$ cat src/rtl/periph_uart_tx.sv
// periph_uart_tx: buffers 16-bit peripheral writes in a FIFO and sends each word as two UART bytes, high byte first.
// Build option PERIPH_TX_PARITY_EN: adds an even-parity bit to every byte (8E1 instead of 8N1).
module periph_uart_tx #(
  parameter int unsigned DEPTH        = 8,
  parameter int unsigned CLKS_PER_BIT = 16
) (
  input  logic                   clk,
  input  logic                   rst,
  input  logic                   periph_we,
  input  logic [15:0]            periph_data,
  input  logic                   ovf_clr,
  output logic                   tx,
  output logic                   busy,
  output logic                   fifo_full,
  output logic                   overflow,
  output logic [$clog2(DEPTH):0] level
);

  localparam int unsigned AW    = $clog2(DEPTH);
  localparam int unsigned LVL_W = AW + 1;
  localparam int unsigned CNT_W = $clog2(CLKS_PER_BIT);

  localparam logic [2:0] S_IDLE   = 3'd0;
  localparam logic [2:0] S_START  = 3'd1;
  localparam logic [2:0] S_DATA   = 3'd2;
  localparam logic [2:0] S_STOP   = 3'd3;
`ifdef PERIPH_TX_PARITY_EN
  localparam logic [2:0] S_PARITY = 3'd4;
`endif

  logic [15:0]      mem_q [DEPTH];
  logic [AW-1:0]    wr_ptr_q, wr_ptr_d, rd_ptr_q, rd_ptr_d;
  logic [LVL_W-1:0] level_q, level_d;
  logic [2:0]       state_q, state_d;
  logic [CNT_W-1:0] cnt_q, cnt_d;
  logic [2:0]       bit_q, bit_d;
  logic [15:0]      shreg_q, shreg_d;
  logic             hi_sel_q, hi_sel_d;
  logic             tx_q, tx_d;
  logic             busy_q, busy_d;
  logic             fifo_full_q, fifo_full_d;
  logic             overflow_q, overflow_d;

  logic             full, push, pop, drop, baud_done;
  logic [15:0]      rd_data;
  logic [7:0]       cur_byte;

  assign rd_data   = mem_q[rd_ptr_q];
  assign cur_byte  = hi_sel_q ? shreg_q[15:8] : shreg_q[7:0];
  assign baud_done = (cnt_q == CNT_W'(CLKS_PER_BIT - 1));

  // Frame sequencer: pops a word, then START/DATA/(PARITY)/STOP for the high and low byte.
  always_comb begin
    state_d  = state_q;
    cnt_d    = cnt_q + CNT_W'(1);
    bit_d    = bit_q;
    shreg_d  = shreg_q;
    hi_sel_d = hi_sel_q;
    pop      = 1'b0;
    case (state_q)
      S_IDLE: begin
        cnt_d = '0;
        if (level_q != '0) begin
          pop      = 1'b1;
          shreg_d  = rd_data;
          hi_sel_d = 1'b1;
          state_d  = S_START;
        end
      end
      S_START: begin
        if (baud_done) begin
          cnt_d   = '0;
          bit_d   = '0;
          state_d = S_DATA;
        end
      end
      S_DATA: begin
        if (baud_done) begin
          cnt_d = '0;
          if (bit_q == 3'd7) begin
`ifdef PERIPH_TX_PARITY_EN
            state_d = S_PARITY;
`else
            state_d = S_STOP;
`endif
          end else begin
            bit_d = bit_q + 3'd1;
          end
        end
      end
`ifdef PERIPH_TX_PARITY_EN
      S_PARITY: begin
        if (baud_done) begin
          cnt_d   = '0;
          state_d = S_STOP;
        end
      end
`endif
      S_STOP: begin
        if (baud_done) begin
          cnt_d = '0;
          if (hi_sel_q) begin
            hi_sel_d = 1'b0;
            state_d  = S_START;
          end else if (level_q != '0) begin
            // Back-to-back words: chain straight into the next start bit.
            pop      = 1'b1;
            shreg_d  = rd_data;
            hi_sel_d = 1'b1;
            state_d  = S_START;
          end else begin
            state_d = S_IDLE;
          end
        end
      end
      default: begin
        state_d = S_IDLE;
        cnt_d   = '0;
      end
    endcase
  end

  // FIFO bookkeeping; a pop in the same cycle frees the slot for a write into a full FIFO.
  always_comb begin
    full     = (level_q == LVL_W'(DEPTH));
    push     = periph_we && (!full || pop);
    drop     = periph_we && !push;
    wr_ptr_d = push ? wr_ptr_q + AW'(1) : wr_ptr_q;
    rd_ptr_d = pop  ? rd_ptr_q + AW'(1) : rd_ptr_q;
    level_d  = level_q;
    case ({push, pop})
      2'b10:   level_d = level_q + LVL_W'(1);
      2'b01:   level_d = level_q - LVL_W'(1);
      default: level_d = level_q;
    endcase
    fifo_full_d = (level_d == LVL_W'(DEPTH));
    overflow_d  = drop ? 1'b1 : (ovf_clr ? 1'b0 : overflow_q);
  end

  // Line and busy are a registered view of the current state, so both lag it by one cycle.
  always_comb begin
    busy_d = (level_q != '0) || (state_q != S_IDLE);
    case (state_q)
      S_START:  tx_d = 1'b0;
      S_DATA:   tx_d = cur_byte[bit_q];
`ifdef PERIPH_TX_PARITY_EN
      S_PARITY: tx_d = ^cur_byte;
`endif
      default:  tx_d = 1'b1;
    endcase
  end

  always_ff @(posedge clk) begin
    if (rst) begin
      state_q     <= S_IDLE;
      cnt_q       <= '0;
      bit_q       <= '0;
      shreg_q     <= '0;
      hi_sel_q    <= 1'b0;
      wr_ptr_q    <= '0;
      rd_ptr_q    <= '0;
      level_q     <= '0;
      tx_q        <= 1'b1;
      busy_q      <= 1'b0;
      fifo_full_q <= 1'b0;
      overflow_q  <= 1'b0;
    end else begin
      state_q     <= state_d;
      cnt_q       <= cnt_d;
      bit_q       <= bit_d;
      shreg_q     <= shreg_d;
      hi_sel_q    <= hi_sel_d;
      wr_ptr_q    <= wr_ptr_d;
      rd_ptr_q    <= rd_ptr_d;
      level_q     <= level_d;
      tx_q        <= tx_d;
      busy_q      <= busy_d;
      fifo_full_q <= fifo_full_d;
      overflow_q  <= overflow_d;
    end
  end

  // Storage needs no reset: the pointers define what is valid.
  always_ff @(posedge clk) begin
    if (push) mem_q[wr_ptr_q] <= periph_data;
  end

  assign tx        = tx_q;
  assign busy      = busy_q;
  assign fifo_full = fifo_full_q;
  assign overflow  = overflow_q;
  assign level     = level_q;

endmodule
$ cat config.mk
export PLATFORM = sky130hd
export DESIGN_NAME = periph_uart_tx
export DESIGN_NICKNAME = d
export VERILOG_FILES = /design/src/rtl/periph_uart_tx.sv
export SDC_FILE = /design/constraint.sdc
export NUM_CORES = 1
export LEC_CHECK = 0
export ABC_AREA = 0
export CAP_MARGIN = 20
export CORE_MARGIN = 8
export CORE_UTILIZATION = 60
export CTS_BUF_LIST = sky130_fd_sc_hd__clkbuf_8
export DETAILED_ROUTE_END_ITERATION = 12
export MAX_ROUTING_LAYER = met4
export PLACE_DENSITY = 0.79
export SETUP_SLACK_MARGIN = 0.2
export SLEW_MARGIN = 30
export SYNTH_ARGS = -nofsm -noshare
export SYNTH_HDL_FRONTEND = slang
export SYNTH_SLANG_ARGS = --single-unit
$ cat constraint.sdc
create_clock -name clk -period 4.55 [get_ports clk]
set_input_delay 0.455 -clock clk [delete_from_list [all_inputs] [get_ports clk]]
set_output_delay 0.455 -clock clk [all_outputs]
set_load 0.03 [all_outputs]
==> results of run 1 <==
where the power goes:
part / switching, mW / leakage, nW / internal [mW] / total [mW]
Sequential: 0.125 / 1.52 / 1.82 / 1.95
Combinational: 0.553 / 0.990 / 0.473 / 1.03
Clock: 0.579 / 0.190 / 0.443 / 1.02
cells by family after synthesis:
kind of cell / after synthesis / share of synthesized area [%]
muxes: 61 / 16.22
adders and majority gates: 12 / 2.058
DFF: 171 / 64.48
buffers and inverters: 47 / 3.447
and+or+nand+nor: 79 / 7.615
AOI/OAI and AO/OA: 48 / 5.574
xor gates and xnor gates: 5 / 0.6003
layout make-up:
| cell class | instances | area (µm²) | area share, % |
|---|---|---|---|
| Sequential cell | 171 | 4705 | 57.94 |
| Multi-Input combinational cell | 205 | 2397 | 29.53 |
| Timing Repair Buffer | 40 | 371.6 | 4.577 |
| Clock buffer | 17 | 234.0 | 2.882 |
| Tap cell | 147 | 183.9 | 2.265 |
| Clock inverter | 15 | 137.6 | 1.695 |
| Inverter | 24 | 90.09 | 1.110 |
worst paths after layout:
check,startpoint,to,slack [ps],cells after the start
min reg2reg,cnt_q[0],cnt_q[0],460,1
min,cnt_q[0],cnt_q[0],460,1
max reg2reg,state_q[0],level[2],1580,12
max,state_q[0],level[2],1580,12
layer usage:
metal	vias to the layer above	track usage, %	share of wire (%)
met5	-	-	0
met4	0	6.299	1.3
met3	18	4.093	3.1
met2	65	27.82	51
met1	1913	20.74	45
li1	1760	-	-
state kept, by name (all words and copies together), names as in the netlist, named ones only:
name,count
tx,1
mem_q,128
wr_ptr_q,3
cnt_q,4
level,4
rd_ptr_q,3
overflow,1
busy,1
fifo_full,1
state_q,2
shreg_q,16
hi_sel_q,1
bit_q,3
cell usage after synthesis (2+ instances only):
master	n
a211o_1	3
a211oi_1	8
a211oi_2	10
a21oi_1	13
and3_1	2
buf_1	4
buf_12	3
buf_2	6
buf_6	2
clkbuf_1	7
dfxtp_1	43
edfxtp_1	128
ha_1	12
inv_1	23
mux2_2	20
mux2i_1	5
mux4_1	26
mux4_2	10
nand2_1	9
nand2b_1	5
nand3_1	6
nor2_1	13
nor2b_1	7
nor3_1	6
nor3_2	15
nor4_1	2
nor4b_1	2
nor4b_2	4
o21ai_0	2
xnor2_1	2
xor2_1	3
critical path, delay by kind of cell (launching register included):
kind            cells  cell delay [ps]
fa+ha+maj           3              700
simple gates        3              550
compound gates      2              480
flops               1              400
xor+xnor            2              270
mux                 1              230
buf+inv             1              200
==> flow_summary.toml, run 1 <==
[status]
outcome = "complete, no violations"

[timing]
finalCritPeriodShare_pct = 65.28
relSlewSlack_pct = 40.71
drv_slew = 0
setup_ws_ps = 1580
fin_skew_ps = 13.49
setup_viol = 0
tightest_slew_ps = 888.1
hold_slack_ps = 460.1
rsz0062_at_grt = "no"
period_minus_slack_ps = 2970
timing.fmax_mhz = 336.7
finalHoldViolCount = 0
tns_ps = 0

[clocking]
cts_setup_buffers = 0
cts_buffers = 17
cts_hold_buffers = 0
cts_buffer_depth = 2
htreeDepth = 4
clock_latency_ps = 460
cts_sinks = 171
clk_pin_slew_ps = 90
cts_tree = "yes"
cts-resized-gates = 0
clockRootBuffer = "clkbuf_8"

[synth]
synth_edf_count = 128
synth_fp_nets = 455
yosys_warnings = 0
avgSynthCellArea_um2 = 17.25
yosysSeqAreaShare_pct = 64.48
synthTopCellsByArea = "edfxtp_1, dfxtp_1, mux4_1"
synth_cells = 423
synth_area_um2 = 7296
synth_flop_cell = "edfxtp_1"
async_flop_share_pct = 0
ys_ff_latch = 171
synth_top_area_share_pct = 52.68
synth_top_cell_by_area = "edfxtp_1"
yosysUniqueCellTypes = 53

[place]
dpl_worst_slack_ps = 1580
io_buffers = 27
hpwl_um = 8236
gp_congestion = 0.8011
dpl_cell_area_um2 = 7747
placedCellCount = 587

[global_route]
antenna_found_initial = 0
grt.total_usage_pct = 17.18
grt_max_degree = 33
first_global_vias = 3813
grt_pass1_wl_um = 20280
gr-total-overflow = 0

[finish]
fill_cells = 794
diodes = 0
final_util_pct = 67.88
final_cell_mix = "edfxtp_1, dfxtp_1, clkdlybuf4s50_1"
final_area_um2 = 8119
layout_commonest_cell = "edfxtp_1"
nets = 491
area_delta_synth_final_pct = 11.28
stdcell_count = 619
drive_gt1_share_pct = 23.73

[route]
drt-total-wl_um = 12750
first_pass_iters = 4
routed_via_density = 6.068
dr_total_vias = 3756
wire_per_inst_um = 20.59
antenna_left = 0
route.detailed.drc = 0
drtIter0Drc = 231

[worst_setup_path]
crit_type = "flip-flop to flip-flop"
slowest_delay_ps = 400
crit_path_end_kind = "flip-flop"
critPathMaxFanout = 10
cp_cell_sequence = "ha_1, nand4_1, o2111a_2, nor3b_4, inv_2, ha_1, xor2_1, ha_1, a21oi_1, mux2i_1, xnor2_1, nor2b_1"
startpoint_type = "flip-flop"
critical_path.slowest_cell = "dfxtp_1"
cp.required_ps = 4880
cpMostUsedCell = "ha_1"
cp.arrival_ps = 3300

[power]
p_total_mw = 3.994
power_density_nw_per_um2 = 492.0
ir_worst_vdd_v = 0.0003927
power.leakage_nw = 2.695

[floorplan]
die_h_um = 126.3
die_w_um = 126.3
core_area_um2 = 11960
io-pin-count = 28
num_rows = 40
start_util_pct = 60.99
die_area_um2 = 15940

[job]
maxCapViolCount = 0

[min_path]
hold_path.class = "flip-flop to flip-flop"
No activity file was read; power rests on OpenSTA's default activity.
==> inputs of run 2 (changes only) <==
CORE_UTILIZATION = 57   (was 60)
PLACE_DENSITY = 0.78   (was 0.79)
clock period = 2.6 ns   (was 4.55 ns; I/O delays follow)
==> flow_summary.toml, run 2 (same netlist as run 1, synthesis figures left out) <==
[finish]
final_cell_mix = "edfxtp_1, dfxtp_1, clkdlybuf4s50_1"
final_area_um2 = 8653
nets = 514
diodes = 0
reg_top3 = "mem_q: 128 flops, shreg_q: 16 flops"
final_util_pct = 68.85
drive_gt1_share_pct = 31.72
layout_commonest_cell = "edfxtp_1"
stdcell_count = 667
largest_reg_flops = 128
area_delta_synth_final_pct = 18.61
largest_register = "mem_q"

[route]
drt-total-wl_um = 13240
first_pass_iters = 4
antenna_left = 0
routed_via_density = 5.775
dr_total_vias = 3852
route.detailed.drc = 0
drtIter0Drc = 211
wire_per_inst_um = 19.86

[clocking]
clock_latency_ps = 440
cts_buffers = 17
clockRootBuffer = "clkbuf_8"
cts_sinks = 171
cts_tree = "yes"
clk_pin_slew_ps = 90
htreeDepth = 4
cts_buffer_depth = 2

[place]
io_buffers = 27
dpl_cell_area_um2 = 8068
hpwl_um = 7926
placedCellCount = 621
gp_congestion = 0.7955

[worst_setup_path]
reg2regPathDepth = 11
crit_path_end_kind = "flip-flop"
critical-path-top-delay-family = "buffers and inverters"
cp_cell_sequence = "ha_4, nand4_1, o2111a_2, nor3b_4, inv_4, buf_4, buf_6, buf_12, nor4b_4, buf_4, clkbuf_16"
cp.required_ps = 2760
slowest_delay_ps = 360
r2r-start = "cnt_q[0]"
cp.arrival_ps = 2700
regToRegSetupSlack_ps = 60
crit_start = "cnt_q[0]"
crit_type = "flip-flop to flip-flop"
cpMostUsedCell = "buf_4"
path_buf_inv = 6
critPathMaxFanout = 8
reg2reg_to = "mem_q[2][14]"
startpoint_type = "flip-flop"
critical_path.slowest_cell = "dfxtp_2"

[timing]
finalCritPeriodShare_pct = 97.59
timing.fmax_mhz = 394.1
rsz0062_at_grt = "yes"
relSlewSlack_pct = 48.11
period_minus_slack_ps = 2537
setup_viol = 0
drv_slew = 0
fin_skew_ps = 11.46
tightest_slew_ps = 775.9
finalHoldViolCount = 0

[global_route]
grt_max_degree = 24
gr-total-overflow = 0
grt_pass1_wl_um = 20640
antenna_found_initial = 0
first_global_vias = 3990
grt.total_usage_pct = 16.92

[floorplan]
start_util_pct = 58.05
die_area_um2 = 16680
io-pin-count = 28
core_area_um2 = 12570
num_rows = 41
die_w_um = 129.1
die_h_um = 129.1

[min_path]
min_to = "overflow"
hold_path.class = "input port to flip-flop"
min_from = "ovf_clr"
min_path_cells = 3

[status]
outcome = "complete, no violations"

[job]
maxCapViolCount = 0

[power]
power.leakage_nw = 2.872
power_density_nw_per_um2 = 842.4
ir_worst_vdd_v = 0.0005744
run 2: cell count changes in the layout (fill, tap and decap cells not counted), sizes merged:
cell    delta
buf       +21
bufinv     +1
clkbuf     +2
clkinv     +5
inv        -6
run 2: stage by stage:
| stage | hold WS [ps] | setup slack, ps | power (mW) | TNS, ps |
|---|---|---|---|---|
| final | 449.3 | 62.78 | 7.290 | 0 |
| after global routing | 469.1 | -30.97 | 7.631 | -37.19 |
| after CTS | 416.8 | 99.71 | 7.279 | 0 |
| after detailed placement | 434.7 | 24.58 | 5.484 | 0 |
| after global placement | 424.7 | 152.9 | 5.415 | 0 |
| after floorplan | 358.9 | 101.7 | 5.025 | 0 |
run 2: worst max-delay path by stage:
| stage | to | slack (ps) | cells after the start |
|---|---|---|---|
| floorplan | level[2] | 100 | 12 |
| global placement | level[2] | 150 | 12 |
| detailed placement | level[2] | 20 | 12 |
| CTS | level[2] | 100 | 12 |
| global route | level[2] | -30 | 12 |
| finish | mem_q[2][14] | 60 | 11 |
run 2: per-layer routing:
layer	up-vias	wire [µm]	global-route usage, %
met4	0	277	6.704
met3	22	516	3.122
met1	1946	5820	20.42
li1	1803	-	-
met5	-	0	-
met2	81	6630	27.79
run 2: power by group:
group | leakage, nW | switching, mW | internal [mW]
sequential | 1.52 | 0.193 | 3.20
clock | 0.196 | 0.938 | 0.853
combinational | 1.16 | 1.09 | 1.02
total | 2.87 | 2.22 | 5.07
run 2: worst min-delay path: stages:
cell,delay (ps)
clkdlybuf4s50_1,450
nand2b_1,90
a21oi_1,50
run 2: cell type report:
cell class | count | area (µm²)
Fill cell | 814 | 3915
Inverter | 24 | 92.59
Multi-Input combinational cell | 205 | 2532
Clock inverter | 15 | 152.6
Tap cell | 172 | 215.2
Timing Repair Buffer | 63 | 708.2
Clock buffer | 17 | 234.0
Sequential cell | 171 | 4718
run 2: what timing repair did:
action	in CTS	in global routing
gates resized for setup	2	10
hold buffers	0	0
endpoints found under the setup margin	2	118
buffers inserted	6	6
gates cloned	0	2
pin swaps	5	9
